--- src/rtl/count_sequencer.sv ---
// Run/pause/clear sequencer for the decade counter: synchronizes buttons, divides CLK
// into count ticks, issues inc/clr strobes and times the buzzer after each wrap.
module count_sequencer #(
    parameter int TICK_DIV   = 25000000,
    parameter int MAX_COUNT  = 9,
    parameter int BEEP_TICKS = 2
) (
    input  logic       CLK,
    input  logic       rst,
    input  logic       btn_start,
    input  logic       btn_pause,
    input  logic       btn_clear,
    input  logic [3:0] cnt_val,
    output logic       cnt_inc,
    output logic       cnt_clr,
    output logic       beep,
    output logic       running,
    output logic [1:0] state
);

    localparam int DIV_W = $clog2(TICK_DIV);
    localparam int BL_W  = $clog2(BEEP_TICKS + 1);

    typedef enum logic [1:0] {
        IDLE  = 2'd0,
        RUN   = 2'd1,
        PAUSE = 2'd2,
        ALARM = 2'd3
    } state_t;

    state_t            state_q;
    logic [DIV_W-1:0]  div_cnt;
    logic [BL_W-1:0]   beep_left;
    logic [2:0]        btn_s1, btn_s2, btn_prev;
    logic [2:0]        btn_evt;
    logic              clr_evt, pause_evt, start_evt;
    logic              active, tick_due, wrap;

    // Bit order {clear, pause, start}; an event is the first cycle the synchronized level is high.
    always_ff @(posedge CLK or negedge rst) begin
        if (!rst) begin
            btn_s1   <= '0;
            btn_s2   <= '0;
            btn_prev <= '0;
        end else begin
            btn_s1   <= {btn_clear, btn_pause, btn_start};
            btn_s2   <= btn_s1;
            btn_prev <= btn_s2;
        end
    end

    assign btn_evt   = btn_s2 & ~btn_prev;
    assign clr_evt   = btn_evt[2];
    assign pause_evt = btn_evt[1];
    assign start_evt = btn_evt[0];
    assign active    = (state_q == RUN) || (state_q == ALARM);
    assign tick_due  = (div_cnt == DIV_W'(TICK_DIV - 1));
    assign wrap      = (cnt_val >= 4'(MAX_COUNT));

    // Any button event takes the cycle, so the divider holds and a due tick is deferred.
    always_ff @(posedge CLK or negedge rst) begin
        if (!rst) begin
            state_q   <= IDLE;
            div_cnt   <= '0;
            beep_left <= '0;
            cnt_inc   <= 1'b0;
            cnt_clr   <= 1'b0;
            beep      <= 1'b0;
        end else begin
            cnt_inc <= 1'b0;
            cnt_clr <= 1'b0;
            if (clr_evt) begin
                cnt_clr   <= 1'b1;
                div_cnt   <= '0;
                beep_left <= '0;
                beep      <= 1'b0;
                state_q   <= IDLE;
            end else if (pause_evt) begin
                if (active) begin
                    state_q <= PAUSE;
                    beep    <= 1'b0;
                end
            end else if (start_evt) begin
                if (state_q == IDLE) begin
                    state_q <= RUN;
                end else if (state_q == PAUSE) begin
                    if (beep_left != '0) begin
                        state_q <= ALARM;
                        beep    <= 1'b1;
                    end else begin
                        state_q <= RUN;
                    end
                end
            end else if (active) begin
                if (tick_due) begin
                    div_cnt <= '0;
                    if (wrap) begin
                        cnt_clr   <= 1'b1;
                        beep_left <= BL_W'(BEEP_TICKS);
                        state_q   <= ALARM;
                        beep      <= 1'b1;
                    end else begin
                        cnt_inc <= 1'b1;
                        if (state_q == ALARM) begin
                            beep_left <= beep_left - BL_W'(1);
                            if (beep_left == BL_W'(1)) begin
                                state_q <= RUN;
                                beep    <= 1'b0;
                            end
                        end
                    end
                end else begin
                    div_cnt <= div_cnt + DIV_W'(1);
                end
            end
        end
    end

    assign running = (state_q == RUN) || (state_q == ALARM);
    assign state   = state_q;

endmodule

--- config.mk ---
export PLATFORM = sky130hd
export DESIGN_NAME = count_sequencer
export DESIGN_NICKNAME = d
export VERILOG_FILES = /design/src/rtl/count_sequencer.sv
export SDC_FILE = /design/constraint.sdc
export NUM_CORES = 1
export LEC_CHECK = 0
export BUFFER_PORTS_ARGS = -buffer_cell sky130_fd_sc_hd__buf_2
export CAP_MARGIN = 20
export CORE_MARGIN = 4
export CORE_UTILIZATION = 50
export DETAILED_ROUTE_END_ITERATION = 16
export PLACE_DENSITY = 0.67
export SKIP_LAST_GASP = 1
export SYNTH_ARGS = -nofsm -noshare
export SYNTH_HDL_FRONTEND = slang
export SYNTH_SLANG_ARGS = --single-unit
--- constraint.sdc ---
create_clock -name CLK -period 3.7 [get_ports CLK]
set_input_delay 0.185 -clock CLK [delete_from_list [all_inputs] [get_ports CLK]]
set_output_delay 0.185 -clock CLK [all_outputs]
set_load 0.02 [all_outputs]
# --- Yosys cells after proc, flatten, opt, wreduce, memory -nomap -nowiden ---
# Index checks and enable logic that the tools add are counted.
word_totals:
  wordCells: 88
  out_inout_bits: 6
  regBits: 41
  inputBits: 9
op_classes:
  n_addsub: 2
  order_cmp: 1
  mux: 48
  bitwise_logic: 2
  n_reduce_logical: 14
  eq_ne: 12
ops:
  columns: ["operator", "count"]
  rows:
  - ["$mux 25", 5]
  - ["$mux 2", 19]
  - ["$add 25x1->25 const B", 1]
  - ["$eq 25x25->1 const B", 1]
  - ["$mux 1", 24]
  - ["$reduce_bool 5->1", 2]
  - ["$ne 4x1->1 const B", 2]
  - ["$reduce_and 8->1", 1]
  - ["$reduce_and 6->1", 1]
  - ["$reduce_bool 2->1", 3]
  - ["$reduce_bool 3->1", 2]
  - ["$ne 5x1->1 const B", 1]
  - ["$reduce_and 5->1", 1]
  - ["$eq 2x1->1 const B", 2]
  - ["$eq 2x2->1 const B", 2]
  - ["$ge 4x4->1 const B", 1]
  - ["$ne 2x1->1 const B", 2]
  - ["$ne 4x4->1 const B", 1]
  - ["$reduce_bool 4->1", 1]
  - ["$and 3x3->3", 1]
  - ["$ne 3x2->1 const B", 1]
  - ["$not 3->3", 1]
  - ["$reduce_and 3->1", 1]
  - ["$logic_not 2->1", 1]
  - ["other kinds (2)", 2]

# --- Logic depth before layout (Yosys ltp) ---
# Gate-level depths: netlist of run 1.
depth:
  word_depth: 9
  depth_mapped: 7
  ltp_nobuf: 7

# --- Worst setup path before layout of run 1 ---
# Ideal clock, no wire load.
synth_path:
  kind: "register to register"
  start: "register div_cnt[7]"
  end: "register div_cnt[12]"
  stages_incl_launch_ff: 7
  period_less_slack_ns: 2.170
  t_required_ns: 3.582
  path_slack_ns: 1.530
  setup_ns: 0.118
  arrival_time_ns: 2.052
  path_cell_list: "dfrtp_1 > buf_6 > or4b_1 > or4_4 > o31ai_4 > and4bb_1 > a21o_1"
synth_between:
  elab_chain_cells: 6
  word_cells_on_any_way: 7
synth_lines:
  columns: ["element", "line", "rtl"]
  rows:
  - ["from (decl)", "32", "logic [DIV_W-1:0] div_cnt;"]
  - ["from (signal assigned)", "113", "div_cnt <= div_cnt + DIV_W'(1);"]
  - ["$add 25x1->25 or $eq 25x25->1 (tied branches)", "113, 57", null]
  - ["$mux 25 (*)", "95", "if (tick_due) begin"]
  - ["$mux 25 (*)", "94", "end else if (active) begin"]
  - ["$mux 25 (*)", "83", "end else if (start_evt) begin"]
  - ["$mux 25 (*)", "78", "end else if (pause_evt) begin"]
  - ["$mux 25 (*)", "72", "if (clr_evt) begin"]
# Mark *: on every way between the ends. The rest lies on a longest branch, timed or not. The select of a mux whose other input is x is not followed.
# A chain may end at the register's enable or synchronous reset.

# --- Worst setup path after layout of run 1 ---
layout_path:
  start: "register div_cnt[9]"
  end: "register div_cnt[12]"
# The elaborated chain is that of the path after synthesis.

==> flow_summary.html, run 1 <==
<table>
<tr><th>Metric</th><th>Value</th></tr>
<tr><th colspan="2">Run status</th></tr>
<tr><td>Outcome</td><td>finished, violations left</td></tr>
<tr><td>Failing checks</td><td>negative hold slack</td></tr>
<tr><th colspan="2">Layout</th></tr>
<tr><td>Layout cell share with drive strength beyond 1</td><td>13.7%</td></tr>
<tr><td>Commonest cells after routing, fill and taps aside</td><td>sky130_fd_sc_hd__dfrtp_1 (41), sky130_fd_sc_hd__nor2_1 (25), sky130_fd_sc_hd__xnor2_1 (21), sky130_fd_sc_hd__buf_2 (14), sky130_fd_sc_hd__nand2_1 (13)</td></tr>
<tr><td>Most common cell after layout, fill and taps aside</td><td>sky130_fd_sc_hd__dfrtp_1</td></tr>
<tr><td>Non-filler cells, final</td><td>276</td></tr>
<tr><td>Cell area after layout</td><td>0.00232 mm2</td></tr>
<tr><td>Final-stage net count</td><td>237</td></tr>
<tr><td>Ant. Diodes</td><td>0</td></tr>
<tr><td>P&amp;R area growth vs syn</td><td>10.7%</td></tr>
<tr><th colspan="2">Detailed routing</th></tr>
<tr><td>Via count</td><td>1659</td></tr>
<tr><td>Drt first pass iters</td><td>4</td></tr>
<tr><td>Detail Route Antenna Nets</td><td>0</td></tr>
<tr><td>Wirelength, routed</td><td>4400 um</td></tr>
<tr><td>Violation count after the first detailed-routing iteration</td><td>140</td></tr>
<tr><td>Detail-routed net length per standard cell</td><td>15.9 um</td></tr>
<tr><td>DRC viols</td><td>0</td></tr>
<tr><td>Via-per-instance ratio</td><td>6.01</td></tr>
<tr><th colspan="2">GRT</th></tr>
<tr><td>Total GRT Usage</td><td>18.5%</td></tr>
<tr><td>Residual overflow from global routing</td><td>0</td></tr>
<tr><td>Largest net degree at the start of global routing</td><td>42</td></tr>
<tr><td>First-pass GRT wire length</td><td>7640 um</td></tr>
<tr><td>Initial antenna violation count</td><td>0</td></tr>
<tr><td>Number of global-route vias before repair</td><td>1693</td></tr>
<tr><th colspan="2">Timing</th></tr>
<tr><td>Final worst path period share</td><td>62.9%</td></tr>
<tr><td>Setup total negative slack</td><td>0 ps</td></tr>
<tr><td>Worst clock skew on the final layout</td><td>5.68 ps</td></tr>
<tr><td>Worst-case hold slack</td><td>-1.84 ps</td></tr>
<tr><td>Highest achievable clock rate</td><td>0.430 GHz</td></tr>
<tr><td>Unrepaired setup endpoints after global routing</td><td>false</td></tr>
<tr><td>Final hold violations</td><td>2</td></tr>
<tr><td>Minimum clock period</td><td>2330 ps</td></tr>
<tr><td>Headroom to the max-slew limit</td><td>41.7%</td></tr>
<tr><td>Number of pins with negative max-slew slack in the final report</td><td>0</td></tr>
<tr><td>Final-report setup violation count</td><td>0</td></tr>
<tr><td>Worst Max-Slew Pin Slew</td><td>875 ps</td></tr>
<tr><th colspan="2">Place</th></tr>
<tr><td>Total of buffers placed on input and output ports</td><td>14</td></tr>
<tr><td>Gp weighted congestion</td><td>0.830</td></tr>
<tr><td>Count of placed standard cells including taps</td><td>265</td></tr>
<tr><td>Estimated wirelength of the detail-placed design</td><td>3070 um</td></tr>
<tr><td>Total cell area at the placement stage</td><td>0.00220 mm2</td></tr>
<tr><th colspan="2">Synthesis</th></tr>
<tr><td>Cell taking the most area after synthesis</td><td>sky130_fd_sc_hd__dfrtp_1</td></tr>
<tr><td>Average instance area after synthesis</td><td>10.0 um2</td></tr>
<tr><td>Number of enable flip-flop cells after synthesis</td><td>0</td></tr>
<tr><td>Number of synthesis warnings</td><td>0</td></tr>
<tr><td>Register area share after synthesis</td><td>49.0%</td></tr>
<tr><td>Register bit total from synthesis</td><td>41</td></tr>
<tr><td>Gate count after technology mapping</td><td>209</td></tr>
<tr><td>Net count after synthesis</td><td>221</td></tr>
<tr><td>Fraction of registers with async set or reset after synthesis</td><td>100%</td></tr>
<tr><td>Synthesized area</td><td>0.00209 mm2</td></tr>
<tr><td>Netlist cell types</td><td>41</td></tr>
<tr><td>Top area cells in the synthesized netlist</td><td>sky130_fd_sc_hd__dfrtp_1 (49%), sky130_fd_sc_hd__xnor2_1 (8.8%), sky130_fd_sc_hd__nor2_1 (4.5%)</td></tr>
<tr><td>Top cell type's share of synthesized area</td><td>49.0%</td></tr>
<tr><td>Predominant post-synthesis flop cell</td><td>sky130_fd_sc_hd__dfrtp_1</td></tr>
<tr><th colspan="2">Die</th></tr>
<tr><td>Total Die Area</td><td>0.00529 mm2</td></tr>
<tr><td>Initial core utilization</td><td>52.0%</td></tr>
<tr><td>Die width</td><td>72.7 um</td></tr>
<tr><td>Die extent in y</td><td>72.7 um</td></tr>
<tr><td>Num ports</td><td>15</td></tr>
<tr><td>Number of core rows</td><td>23</td></tr>
<tr><td>Floorplan Core Area</td><td>0.00403 mm2</td></tr>
<tr><th colspan="2">Power</th></tr>
<tr><td>Overall power of the completed layout</td><td>0.856 mW</td></tr>
<tr><td>Power density over the cells</td><td>369 mW/mm2</td></tr>
<tr><td>IR drop worst, VDD</td><td>0.000248 V</td></tr>
<tr><td>Leakage power total</td><td>0.927 nW</td></tr>
<tr><th colspan="2">Worst setup path</th></tr>
<tr><td>Endpoint kind of the worst setup timing path</td><td>register</td></tr>
<tr><td>Critical Path Start</td><td>div_cnt[9]</td></tr>
<tr><td>Class of the most critical setup path</td><td>reg2reg</td></tr>
<tr><td>Startpoint Class</td><td>register</td></tr>
<tr><td>Worst Path Required</td><td>3890 ps</td></tr>
<tr><td>Endpoint arrival time on the critical path</td><td>2520 ps</td></tr>
<tr><td>Max incr delay on CP</td><td>560 ps</td></tr>
<tr><td>Critical Path Stages</td><td>5</td></tr>
<tr><td>Cell family with most CP delay</td><td>simple AND/OR/NAND/NOR gates</td></tr>
<tr><td>Worst-path cell with the longest stage delay</td><td>sky130_fd_sc_hd__or4_4</td></tr>
<tr><td>FF-to-FF path depth</td><td>5</td></tr>
<tr><td>Cells along the critical path</td><td>or4_1 -&gt; or4_4 -&gt; o31ai_4 -&gt; and4bb_1 -&gt; a21o_1</td></tr>
<tr><td>Critical path buffers and inverters</td><td>0</td></tr>
<tr><td>Largest driver fanout on the critical path</td><td>6</td></tr>
<tr><td>Reg-to-reg critical path startpoint</td><td>div_cnt[9]</td></tr>
<tr><th colspan="2">Clock tree</th></tr>
<tr><td>Clock latency at the later pin of the worst-skew pair</td><td>300 ps</td></tr>
<tr><td>Cts-stage hold buffer count</td><td>3</td></tr>
<tr><td>Clock input transition at the sequential cells of the worst setup and hold paths</td><td>80 ps</td></tr>
<tr><td>Clk root buf</td><td>sky130_fd_sc_hd__clkbuf_8</td></tr>
<tr><td>Level count of the clock H-tree</td><td>2</td></tr>
<tr><td>TritonCTS clock tree</td><td>built</td></tr>
<tr><td>Clk sink count</td><td>41</td></tr>
<tr><td>Buffer count from post-CTS setup fixing</td><td>0</td></tr>
<tr><td>CTS Buffer Depth</td><td>2</td></tr>
<tr><td>Number of buffers added by the clock tree synthesis step</td><td>5</td></tr>
<tr><td>Post-cts sizing count</td><td>0</td></tr>
<tr><th colspan="2">Job</th></tr>
<tr><td>Count of max-cap constraint violations</td><td>0</td></tr>
<tr><th colspan="2">Worst hold path</th></tr>
<tr><td>Path class of the lowest-slack min-delay path</td><td>in2async</td></tr>
</table>
## per-layer routing
layer | share of wire, % | track usage (%) | vias to the layer above
met2 | 50 | 30.7 | 36
li1 | - | - | 778
met1 | 44 | 23.5 | 837
met4 | 1.6 | 6.76 | 0
met3 | 4.1 | 4.41 | 8
met5 | 0 | 0 | -
## flip-flops by register name (all words and copies together) (netlist names)
signal and cells:
beep 1, btn_s1 3, beep_left 2, btn_s2 3, state 2, cnt_inc 1
div_cnt 25, btn_prev 3, cnt_clr 1
## synth_stat cells (3+ instances only)
cell                        n
sky130_fd_sc_hd__nor3b_1    3
sky130_fd_sc_hd__xnor2_1   21
sky130_fd_sc_hd__nor4b_1    6
sky130_fd_sc_hd__or3_1      3
sky130_fd_sc_hd__o21ai_0    3
sky130_fd_sc_hd__nand2_1   13
sky130_fd_sc_hd__nor4_1     8
sky130_fd_sc_hd__nor2b_1    4
sky130_fd_sc_hd__a21oi_1    4
sky130_fd_sc_hd__nand4_1    5
sky130_fd_sc_hd__and4_1     5
sky130_fd_sc_hd__ha_1       3
sky130_fd_sc_hd__nor3_1    10
sky130_fd_sc_hd__dfrtp_1   41
sky130_fd_sc_hd__nand2b_1   4
sky130_fd_sc_hd__clkbuf_1   9
sky130_fd_sc_hd__nand3_1   10
sky130_fd_sc_hd__nor2_1    25
## report_power, final
part	total, mW	internal (mW)	switching (mW)
registers	0.477	0.463	0.0141
logic	0.0886	0.0321	0.0565
clock network	0.290	0.132	0.158
## path summary, 6_finish.rpt
path	endpoint	slack (ps)
setup reg to reg	div_cnt[12]	1370
hold / removal	cnt_inc	-2
setup / recovery	div_cnt[12]	1370
hold reg to reg	btn_s2[1]	360
min in group CLK	cnt_clr	340
max in group asynchronous	div_cnt[10]	3150
## kinds of logic after synthesis
| kind of cell | after synthesis | synth area share [%] |
|---|---|---|
| and+or+nand+nor | 107 | 28.9 |
| DFF | 41 | 49.0 |
| AOI/OAI and AO/OA | 24 | 8.54 |
| xor gates and xnor gates | 21 | 8.78 |
| buffers and inverters | 12 | 2.51 |
| adders and majority gates | 3 | 1.79 |
| muxes | 1 | 0.538 |
## final cells by class
class / instances / area [um2]
Inverter: 2 / 7.51
Fill cell: 349 / 1710
Multi-Input combinational cell: 156 / 1020
Tap cell: 50 / 62.6
Clock inverter: 3 / 22.5
Timing Repair Buffer: 19 / 115
Sequential cell: 41 / 1030
Clock buffer: 5 / 68.8
## through the flow
step	util [%]	worst slack (ps)
after global routing	57.5	1180
after floorplan	-	1530
after CTS	57.5	1360
after detailed placement	54.5	1390
final	57.5	1370
after global placement	54.5	1440
Power figures use the tool's default switching activity.
==> run 2: changes to the inputs <==
--- a/config.mk
+++ b/config.mk
@@ -5,12 +5,13 @@
 export SDC_FILE = /design/constraint.sdc
 export NUM_CORES = 1
 export LEC_CHECK = 0
+export ABC_AREA = 1
 export BUFFER_PORTS_ARGS = -buffer_cell sky130_fd_sc_hd__buf_2
 export CAP_MARGIN = 20
 export CORE_MARGIN = 4
 export CORE_UTILIZATION = 50
 export DETAILED_ROUTE_END_ITERATION = 16
-export PLACE_DENSITY = 0.67
+export PLACE_DENSITY = 0.7
 export SKIP_LAST_GASP = 1
 export SYNTH_ARGS = -nofsm -noshare
 export SYNTH_HDL_FRONTEND = slang
==> constraint.sdc (replaced) <==
create_clock -name CLK -period 2.07 [get_ports CLK]
set_input_delay 0.1035 -clock CLK [delete_from_list [all_inputs] [get_ports CLK]]
set_output_delay 0.1035 -clock CLK [all_outputs]
set_load 0.02 [all_outputs]
==> run 2 against run 1 <==
  * Largest power group unchanged
  * Synthesized cell count is 44% higher
  * Setup slack worse by 1100 ps
  * Largest cell class unchanged
  * The flow now finishes without violations
  * Total power is 140% higher
==> flow_summary.html, run 2 <==
<table>
<tr><th>Metric</th><th>Value</th></tr>
<tr><th colspan="2">Power</th></tr>
<tr><td>Power density over the cells</td><td>813 mW/mm2 (+120%)</td></tr>
<tr><td>IR drop worst, VDD</td><td>0.000490 V (+97%)</td></tr>
<tr><td>Overall power of the completed layout</td><td>2.05 mW (+140%)</td></tr>
<tr><td>Leakage power total</td><td>1.26 nW (+36%)</td></tr>
<tr><th colspan="2">Timing</th></tr>
<tr><td>Final-report setup violation count</td><td>0 (unchanged)</td></tr>
<tr><td>Worst clock skew on the final layout</td><td>11.3 ps (+5.58 ps)</td></tr>
<tr><td>Worst-case hold slack</td><td>147 ps (+149 ps)</td></tr>
<tr><td>Final hold violations</td><td>0 (-2)</td></tr>
<tr><td>Setup total negative slack</td><td>0 ps (unchanged)</td></tr>
<tr><td>Minimum clock period</td><td>1800 ps (-530 ps)</td></tr>
<tr><td>Worst Max-Slew Pin Slew</td><td>417 ps (-458 ps)</td></tr>
<tr><td>Unrepaired setup endpoints after global routing</td><td>false</td></tr>
<tr><td>Final worst path period share</td><td>86.9% (+24 points)</td></tr>
<tr><td>Headroom to the max-slew limit</td><td>72.1% (+30 points)</td></tr>
<tr><td>Highest achievable clock rate</td><td>0.556 GHz (+29%)</td></tr>
<tr><td>Number of pins with negative max-slew slack in the final report</td><td>0 (unchanged)</td></tr>
<tr><th colspan="2">Die</th></tr>
<tr><td>Floorplan Core Area</td><td>0.00414 mm2 (+2.9%)</td></tr>
<tr><td>Number of core rows</td><td>23 (unchanged)</td></tr>
<tr><td>Initial core utilization</td><td>53.6% (+1.6 points)</td></tr>
<tr><td>Die extent in y</td><td>74.6 um (+2.6%)</td></tr>
<tr><td>Die width</td><td>74.6 um (+2.6%)</td></tr>
<tr><td>Num ports</td><td>15 (unchanged)</td></tr>
<tr><td>Total Die Area</td><td>0.00557 mm2 (+5.4%)</td></tr>
<tr><th colspan="2">Synthesis</th></tr>
<tr><td>Gate count after technology mapping</td><td>300 (+44%)</td></tr>
<tr><td>Cell taking the most area after synthesis</td><td>sky130_fd_sc_hd__dfrtp_1</td></tr>
<tr><td>Most repeated cell in the gate-level netlist after synthesis</td><td>sky130_fd_sc_hd__nand2_1</td></tr>
<tr><td>Average instance area after synthesis</td><td>7.40 um2 (-26%)</td></tr>
<tr><td>Predominant post-synthesis flop cell</td><td>sky130_fd_sc_hd__dfrtp_1</td></tr>
<tr><td>Synthesized area</td><td>0.00222 mm2 (+6.0%)</td></tr>
<tr><td>Number of enable flip-flop cells after synthesis</td><td>0 (unchanged)</td></tr>
<tr><td>Number of synthesis warnings</td><td>0 (unchanged)</td></tr>
<tr><td>Top cell type's share of synthesized area</td><td>46.2% (-2.8 points)</td></tr>
<tr><td>Netlist cell types</td><td>29 (-29%)</td></tr>
<tr><td>Top area cells in the synthesized netlist</td><td>sky130_fd_sc_hd__dfrtp_1 (46%), sky130_fd_sc_hd__nand2_1 (13%), sky130_fd_sc_hd__nor2_1 (8.6%)</td></tr>
<tr><td>Register bit total from synthesis</td><td>41 (unchanged)</td></tr>
<tr><td>Most numerous cell types in the synthesized netlist</td><td>sky130_fd_sc_hd__nand2_1 (75), sky130_fd_sc_hd__nor2_1 (51), sky130_fd_sc_hd__dfrtp_1 (41)</td></tr>
<tr><td>Register area share after synthesis</td><td>46.2% (-2.8 points)</td></tr>
<tr><td>Net count after synthesis</td><td>312 (+41%)</td></tr>
<tr><td>Fraction of registers with async set or reset after synthesis</td><td>100% (unchanged)</td></tr>
<tr><th colspan="2">Clock tree</th></tr>
<tr><td>Clock latency at the later pin of the worst-skew pair</td><td>300 ps (about the same)</td></tr>
<tr><td>Clk root buf</td><td>sky130_fd_sc_hd__clkbuf_8</td></tr>
<tr><td>Number of buffers added by the clock tree synthesis step</td><td>5 (unchanged)</td></tr>
<tr><td>Clk sink count</td><td>41 (unchanged)</td></tr>
<tr><td>Level count of the clock H-tree</td><td>2 (unchanged)</td></tr>
<tr><td>Clock input transition at the sequential cells of the worst setup and hold paths</td><td>80 ps (about the same)</td></tr>
<tr><td>CTS Buffer Depth</td><td>2 (unchanged)</td></tr>
<tr><td>TritonCTS clock tree</td><td>built</td></tr>
<tr><td>Buffer count from post-CTS setup fixing</td><td>0 (unchanged)</td></tr>
<tr><th colspan="2">Worst setup path</th></tr>
<tr><td>Worst Path Required</td><td>2310 ps (-1580 ps)</td></tr>
<tr><td>Endpoint kind of the worst setup timing path</td><td>register</td></tr>
<tr><td>Largest driver fanout on the critical path</td><td>15 (+9)</td></tr>
<tr><td>Startpoint Class</td><td>register</td></tr>
<tr><td>Class of the most critical setup path</td><td>reg2reg</td></tr>
<tr><td>Endpoint arrival time on the critical path</td><td>2030 ps (-490 ps)</td></tr>
<tr><th colspan="2">GRT</th></tr>
<tr><td>First-pass GRT wire length</td><td>7910 um (+3.5%)</td></tr>
<tr><td>Number of global-route vias before repair</td><td>1817 (+7.3%)</td></tr>
<tr><td>Largest net degree at the start of global routing</td><td>21 (-50%)</td></tr>
<tr><td>Residual overflow from global routing</td><td>0 (unchanged)</td></tr>
<tr><td>Total GRT Usage</td><td>18.5% (about the same)</td></tr>
<tr><td>Initial antenna violation count</td><td>0 (unchanged)</td></tr>
<tr><th colspan="2">Layout</th></tr>
<tr><td>Layout cell share with drive strength beyond 1</td><td>12.9% (-0.79 points)</td></tr>
<tr><td>Ant. Diodes</td><td>0 (unchanged)</td></tr>
<tr><td>Cell area after layout</td><td>0.00252 mm2 (+8.5%)</td></tr>
<tr><td>Commonest cells after routing, fill and taps aside</td><td>sky130_fd_sc_hd__nand2_1 (75), sky130_fd_sc_hd__nor2_1 (51), sky130_fd_sc_hd__dfrtp_1 (41), sky130_fd_sc_hd__inv_1 (38), sky130_fd_sc_hd__nand3_1 (19)</td></tr>
<tr><td>Final-stage net count</td><td>336 (+42%)</td></tr>
<tr><td>Most common cell after layout, fill and taps aside</td><td>sky130_fd_sc_hd__nand2_1</td></tr>
<tr><td>Top register by number of flip-flops</td><td>div_cnt</td></tr>
<tr><td>P&amp;R area growth vs syn</td><td>13.3%</td></tr>
<tr><td>Flip-flop count of the largest register after layout</td><td>25 (unchanged)</td></tr>
<tr><th colspan="2">Detailed routing</th></tr>
<tr><td>Detail Route Antenna Nets</td><td>0 (unchanged)</td></tr>
<tr><td>Via-per-instance ratio</td><td>5.13 (-15%)</td></tr>
<tr><td>Via count</td><td>1923 (+16%)</td></tr>
<tr><td>Drt first pass iters</td><td>4 (unchanged)</td></tr>
<tr><td>Detail-routed net length per standard cell</td><td>12.2 um (-24%)</td></tr>
<tr><td>Wirelength, routed</td><td>4560 um (+3.7%)</td></tr>
<tr><td>DRC viols</td><td>0 (unchanged)</td></tr>
<tr><td>Violation count after the first detailed-routing iteration</td><td>186 (+33%)</td></tr>
<tr><th colspan="2">Place</th></tr>
<tr><td>Gp weighted congestion</td><td>0.909 (+9.5%)</td></tr>
<tr><td>Total of buffers placed on input and output ports</td><td>14 (unchanged)</td></tr>
<tr><td>Total cell area at the placement stage</td><td>0.00235 mm2 (+7.0%)</td></tr>
<tr><td>Estimated wirelength of the detail-placed design</td><td>3430 um (+12%)</td></tr>
<tr><th colspan="2">Job</th></tr>
<tr><td>Count of max-cap constraint violations</td><td>0 (unchanged)</td></tr>
<tr><th colspan="2">Run status</th></tr>
<tr><td>Outcome</td><td>complete, no violations</td></tr>
<tr><th colspan="2">Worst hold path</th></tr>
<tr><td>Path class of the lowest-slack min-delay path</td><td>in2reg</td></tr>
</table>
==> run 2: cell types whose count changed after synthesis, sizes merged, moves of 8 or more <==
cell    change
a21oi      +10
inv        +41
clkbuf      -8
nand3      +11
nand2      +64
xnor2      -21
nor2       +32
==> run 2: through the flow <==
stage / util [%] / setup slack, ps / instances
floorplan: - / 581 / 300
global placement: 56.7 / 279 / 363
detailed placement: 56.7 / 179 / 363
CTS: 60.6 / 147 / 375
global route: 60.7 / 14.5 / 375
finish: 60.7 / 272 / 375
==> run 2: cell families (layout without fill, tap and decap cells) <==
group / after synthesis / after routing / share of synthesized area [%]
and+or+nand+nor: 175 / 175 / 34.5
buffers and inverters: 48 / 73 / 8.56
AOI/OAI and AO/OA: 31 / 31 / 8.23
adders and majority gates: 3 / 3 / 1.69
xor gates and xnor gates: 2 / 2 / 0.789
DFF: 41 / 41 / 46.2
==> run 2: path summary, 6_finish.rpt <==
path                       startpoint          end  slack, ps  cells after the start
max reg2reg                 btn_s2[0]  div_cnt[20]        270                      9
min in group asynchronous         rst     state[1]        230                      2
min reg2reg                 btn_s1[1]    btn_s2[1]        350                      0
max in group asynchronous         rst  div_cnt[11]       1290                      3
min                        cnt_val[3]      cnt_inc        150                      4
max                         btn_s2[0]  div_cnt[20]        270                      9
==> run 2: area by class of cell <==
type	instances	area (um2)
well taps	50	62.6
multi-input cells	211	1010
clock inverters	2	37.5
flip-flops and latches	41	1030
repair buffers	21	133
inverters	44	165
clock buffers	6	82.6
fillers	372	1630
==> run 2: what timing repair did <==
| item | 4_1_cts | 5_1_grt |
|---|---|---|
| hold endpoints to repair | 15 | 0 |
| gates resized for setup | 0 | 1 |
| hold buffers | 4 | 0 |
| endpoints found under the setup margin | 0 | 3 |
==> run 2: critical path, cell delays in order (launching register included) <==
cell and delay (ps):
sky130_fd_sc_hd__dfrtp_1 380, sky130_fd_sc_hd__nand2_1 110, sky130_fd_sc_hd__nand2_1 120, sky130_fd_sc_hd__o21ai_4 370, sky130_fd_sc_hd__nand3_1 220, sky130_fd_sc_hd__nor2_1 230
sky130_fd_sc_hd__nand2_1 100, sky130_fd_sc_hd__nand2_1 70, sky130_fd_sc_hd__nand2_1 40, sky130_fd_sc_hd__nor2_1 90
==> run 2: report_power, final <==
group | total, mW | internal [mW] | switching (mW)
clock network | 0.676 | 0.392 | 0.284
logic | 0.413 | 0.147 | 0.266
registers | 0.957 | 0.884 | 0.0726
total | 2.05 | 1.42 | 0.622
==> run 2: per-layer routing <==
| metal | part of all wire (%) | GRT usage (%) | vias to the layer above | wire [um] |
|---|---|---|---|---|
| met5 | 0 | 0 | - | 0 |
| met4 | 1.2 | 5.73 | 0 | 53 |
| met3 | 4.2 | 3.60 | 6 | 193 |
| met2 | 44 | 28.4 | 43 | 2030 |
| met1 | 50 | 26.5 | 872 | 2280 |
| li1 | - | - | 1002 | - |
==> run 3: changes to the inputs <==
--- a/config.mk
+++ b/config.mk
@@ -5,7 +5,7 @@
 export SDC_FILE = /design/constraint.sdc
 export NUM_CORES = 1
 export LEC_CHECK = 0
-export ABC_AREA = 1
+export ABC_AREA = 0
 export BUFFER_PORTS_ARGS = -buffer_cell sky130_fd_sc_hd__buf_2
 export CAP_MARGIN = 20
 export CORE_MARGIN = 4
==> run 3 against run 2 <==
  * The run now ends with negative setup slack left
  * First-iteration DRC count down 30%
  * Flip-flop and latch count did not move
  * Non-clock buffer count up 22
  * Total power down 17%
  * Die area decreased by 5.1%
  * Critical path type unchanged
==> flow_summary.html, run 3 (synthesis gave the netlist of run 1 again) <==
<table>
<tr><th>Metric</th><th>Value</th></tr>
<tr><th colspan="2">Run status</th></tr>
<tr><td>Outcome</td><td>finished, violations left</td></tr>
<tr><td>Failing checks</td><td>negative setup slack</td></tr>
<tr><th colspan="2">Clock tree</th></tr>
<tr><td>Clock input transition at the sequential cells of the worst setup and hold paths</td><td>90 ps (about the same)</td></tr>
<tr><td>CTS Buffer Depth</td><td>2 (unchanged)</td></tr>
<tr><td>Number of buffers added by the clock tree synthesis step</td><td>5 (unchanged)</td></tr>
<tr><td>TritonCTS clock tree</td><td>built</td></tr>
<tr><td>Level count of the clock H-tree</td><td>2 (unchanged)</td></tr>
<tr><td>Clk root buf</td><td>sky130_fd_sc_hd__clkbuf_8</td></tr>
<tr><td>Clock latency at the later pin of the worst-skew pair</td><td>300 ps (about the same)</td></tr>
<tr><td>Buffer count from post-CTS setup fixing</td><td>0 (unchanged)</td></tr>
<tr><td>Clk sink count</td><td>41 (unchanged)</td></tr>
<tr><th colspan="2">Detailed routing</th></tr>
<tr><td>Via-per-instance ratio</td><td>5.55 (+8.3%)</td></tr>
<tr><td>DRC viols</td><td>0 (unchanged)</td></tr>
<tr><td>Via count</td><td>1666 (-13%)</td></tr>
<tr><td>Drt first pass iters</td><td>4 (unchanged)</td></tr>
<tr><td>Detail Route Antenna Nets</td><td>0 (unchanged)</td></tr>
<tr><td>Wirelength, routed</td><td>4190 um (-8.2%)</td></tr>
<tr><td>Detail-routed net length per standard cell</td><td>14.0 um (+15%)</td></tr>
<tr><td>Violation count after the first detailed-routing iteration</td><td>131 (-30%)</td></tr>
<tr><th colspan="2">Timing</th></tr>
<tr><td>Unrepaired setup endpoints after global routing</td><td>true</td></tr>
<tr><td>Minimum clock period</td><td>2210 ps (+410 ps)</td></tr>
<tr><td>Highest achievable clock rate</td><td>0.453 GHz (-19%)</td></tr>
<tr><td>Final worst path period share</td><td>107% (+20 points)</td></tr>
<tr><td>Worst-case hold slack</td><td>226 ps (+79.5 ps)</td></tr>
<tr><td>Final hold violations</td><td>0 (unchanged)</td></tr>
<tr><td>Headroom to the max-slew limit</td><td>66.2% (-5.9 points)</td></tr>
<tr><td>Number of pins with negative max-slew slack in the final report</td><td>0 (unchanged)</td></tr>
<tr><td>Worst clock skew on the final layout</td><td>13.1 ps (+1.82 ps)</td></tr>
<tr><td>Final-report setup violation count</td><td>5 (+5)</td></tr>
<tr><td>Worst Max-Slew Pin Slew</td><td>507 ps (+90.4 ps)</td></tr>
<tr><td>Worst path setup slack after routing</td><td>-138 ps (-410 ps)</td></tr>
<tr><th colspan="2">Layout</th></tr>
<tr><td>Layout cell share with drive strength beyond 1</td><td>25.6% (+13 points)</td></tr>
<tr><td>Ant. Diodes</td><td>0 (unchanged)</td></tr>
<tr><td>Combined flip-flop and latch cell area</td><td>0.00103 mm2 (unchanged)</td></tr>
<tr><td>Count of filler cells inserted in the layout</td><td>309 (-17%)</td></tr>
<tr><td>Final-stage net count</td><td>261 (-22%)</td></tr>
<tr><td>Flip-flop count of the largest register after layout</td><td>25 (unchanged)</td></tr>
<tr><td>Area taken by multi-input logic gates</td><td>0.00107 mm2 (+5.9%)</td></tr>
<tr><td>Commonest cells after routing, fill and taps aside</td><td>sky130_fd_sc_hd__dfrtp_1 (41), sky130_fd_sc_hd__nor2_1 (25), sky130_fd_sc_hd__buf_4 (24), sky130_fd_sc_hd__xnor2_1 (21), sky130_fd_sc_hd__buf_2 (14)</td></tr>
<tr><td>P&amp;R area growth vs syn</td><td>24.0%</td></tr>
<tr><td>Final core occ</td><td>64.4% (+3.7 points)</td></tr>
<tr><td>Top register by number of flip-flops</td><td>div_cnt</td></tr>
<tr><td>Most common cell after layout, fill and taps aside</td><td>sky130_fd_sc_hd__dfrtp_1</td></tr>
<tr><th colspan="2">Power</th></tr>
<tr><td>Switching share of total power</td><td>23.6% (-6.8 points)</td></tr>
<tr><td>Net Sw Power</td><td>0.403 mW (-35%)</td></tr>
<tr><td>Internal power contribution</td><td>1.30 mW (-8.6%)</td></tr>
<tr><td>Overall power of the completed layout</td><td>1.70 mW (-17%)</td></tr>
<tr><td>Sequential fraction of design power</td><td>49.9% (+3.1 points)</td></tr>
<tr><td>Power density over the cells</td><td>656 mW/mm2 (-19%)</td></tr>
<tr><td>Clock Power Share</td><td>39.2% (+6.2 points)</td></tr>
<tr><td>IR drop worst, VDD</td><td>0.000481 V (-1.8%)</td></tr>
<tr><td>Part of the power in combinational logic</td><td>10.9% (-9.3 points)</td></tr>
<tr><td>Leakage power total</td><td>1.08 nW (-14%)</td></tr>
<tr><th colspan="2">Worst setup path</th></tr>
<tr><td>Endpoint arrival time on the critical path</td><td>2390 ps (+360 ps)</td></tr>
<tr><td>Endpoint kind of the worst setup timing path</td><td>register</td></tr>
<tr><td>Class of the most critical setup path</td><td>reg2reg</td></tr>
<tr><td>Startpoint Class</td><td>register</td></tr>
<tr><td>Largest driver fanout on the critical path</td><td>3 (-12)</td></tr>
<tr><td>Worst Path Required</td><td>2260 ps (-50 ps)</td></tr>
<tr><th colspan="2">GRT</th></tr>
<tr><td>Initial antenna violation count</td><td>0 (unchanged)</td></tr>
<tr><td>Largest net degree at the start of global routing</td><td>42 (+100%)</td></tr>
<tr><td>Number of global-route vias before repair</td><td>1669 (-8.1%)</td></tr>
<tr><td>Residual overflow from global routing</td><td>0 (unchanged)</td></tr>
<tr><td>First-pass GRT wire length</td><td>7640 um (-3.4%)</td></tr>
<tr><td>Total GRT Usage</td><td>18.4% (-0.096 points)</td></tr>
<tr><th colspan="2">Worst hold path</th></tr>
<tr><td>Path class of the lowest-slack min-delay path</td><td>in2reg</td></tr>
<tr><th colspan="2">Job</th></tr>
<tr><td>Count of max-cap constraint violations</td><td>0 (unchanged)</td></tr>
<tr><th colspan="2">Die</th></tr>
<tr><td>Floorplan Core Area</td><td>0.00403 mm2 (-2.8%)</td></tr>
<tr><td>Initial core utilization</td><td>52.0% (-1.6 points)</td></tr>
<tr><td>Number of core rows</td><td>23 (unchanged)</td></tr>
<tr><td>Die width</td><td>72.7 um (-2.6%)</td></tr>
<tr><td>Num ports</td><td>15 (unchanged)</td></tr>
<tr><td>Total Die Area</td><td>0.00529 mm2 (-5.1%)</td></tr>
<tr><td>Die extent in y</td><td>72.7 um (-2.6%)</td></tr>
<tr><th colspan="2">Place</th></tr>
<tr><td>Gp weighted congestion</td><td>0.775 (-15%)</td></tr>
<tr><td>Total of buffers placed on input and output ports</td><td>14 (unchanged)</td></tr>
<tr><td>Estimated wirelength of the detail-placed design</td><td>2900 um (-15%)</td></tr>
</table>
[run 3: cell count changes in the layout (fill, tap and decap cells not counted), sizes merged, moves of 5 or more]
cell	before	now
nand3	21	10
nor2	57	25
xnor2	0	21
nor4b	0	6
o21ai	9	3
nand2	77	13
and4	0	5
buf	17	39
inv	43	2
a21oi	14	4
nor4	2	8
[run 3: metrics by stage]
| stage | setup WS (ps) | std cells | setup TNS, ps | instance area (um2) |
|---|---|---|---|---|
| 2_1_floorplan | -80.8 | 209 | -80.8 | 2100 |
| 3_3_place_gp | -67.4 | 288 | -78.1 | 2380 |
| 5_1_grt | -193 | 300 | -769 | 2600 |
| 6_report | -138 | 300 | -240 | 2600 |
| 3_5_place_dp | -118 | 288 | -224 | 2380 |
| 4_1_cts | -146 | 300 | -328 | 2550 |
[run 3: power by group through the flow]
stage / clock network [mW] / registers (mW) / logic (mW)
finish: 0.667 / 0.850 / 0.186
global route: 0.710 / 0.856 / 0.209
global placement: 0 / 0.866 / 0.179
floorplan: 0 / 0.878 / 0.0824
CTS: 0.686 / 0.850 / 0.187
detailed placement: 0 / 0.866 / 0.181
[run 3: routing by layer]
layer	routed length (um)	part of all wire [%]	vias to the layer above	global-route usage, %
met5	0	0	-	0
li1	-	-	828	-
met1	2100	50	805	26.0
met2	1900	45	27	28.3
met3	121	2.9	6	2.89
met4	63	1.5	0	7.38
[run 3: final cells by class]
type                            count  area share (%)
Sequential cell                    41            39.5
Tap cell                           50            2.41
Timing Repair Buffer               43            12.0
Multi-Input combinational cell    156            41.2
Clock buffer                        6            3.18
Clock inverter                      2            1.45
Inverter                            2           0.289
[run 3: critical path, cell delays in order, from the launching register on]
cell                       delay (ps)
sky130_fd_sc_hd__dfrtp_1          390
sky130_fd_sc_hd__or4b_4           530
sky130_fd_sc_hd__or4_4            560
sky130_fd_sc_hd__o31ai_4          220
sky130_fd_sc_hd__and4bb_1         250
sky130_fd_sc_hd__a21o_1           150
[run 3: timing repair]
| action | 4_1_cts | 5_1_grt |
|---|---|---|
| pin swaps | 0 | 2 |
| cloned | 0 | 0 |
| hold buffers | 4 | 0 |
| setup endpoints to repair | 4 | 30 |
| endpoints found under the hold margin | 44 | 0 |
| gates resized for setup | 1 | 9 |
[run 3: path summary, 6_finish.rpt]
| check | depth (start not counted) | startpoint | end | slack, ps |
|---|---|---|---|---|
| setup / recovery | 5 | div_cnt[15] | div_cnt[12] | -140 |
| hold / removal | 4 | cnt_val[3] | cnt_clr | 230 |
| setup reg to reg | 5 | div_cnt[15] | div_cnt[12] | -140 |
| hold reg to reg | 0 | btn_s1[1] | btn_s2[1] | 360 |
| max in group asynchronous | 3 | rst | div_cnt[19] | 1320 |
| min in group asynchronous | 3 | rst | div_cnt[14] | 390 |
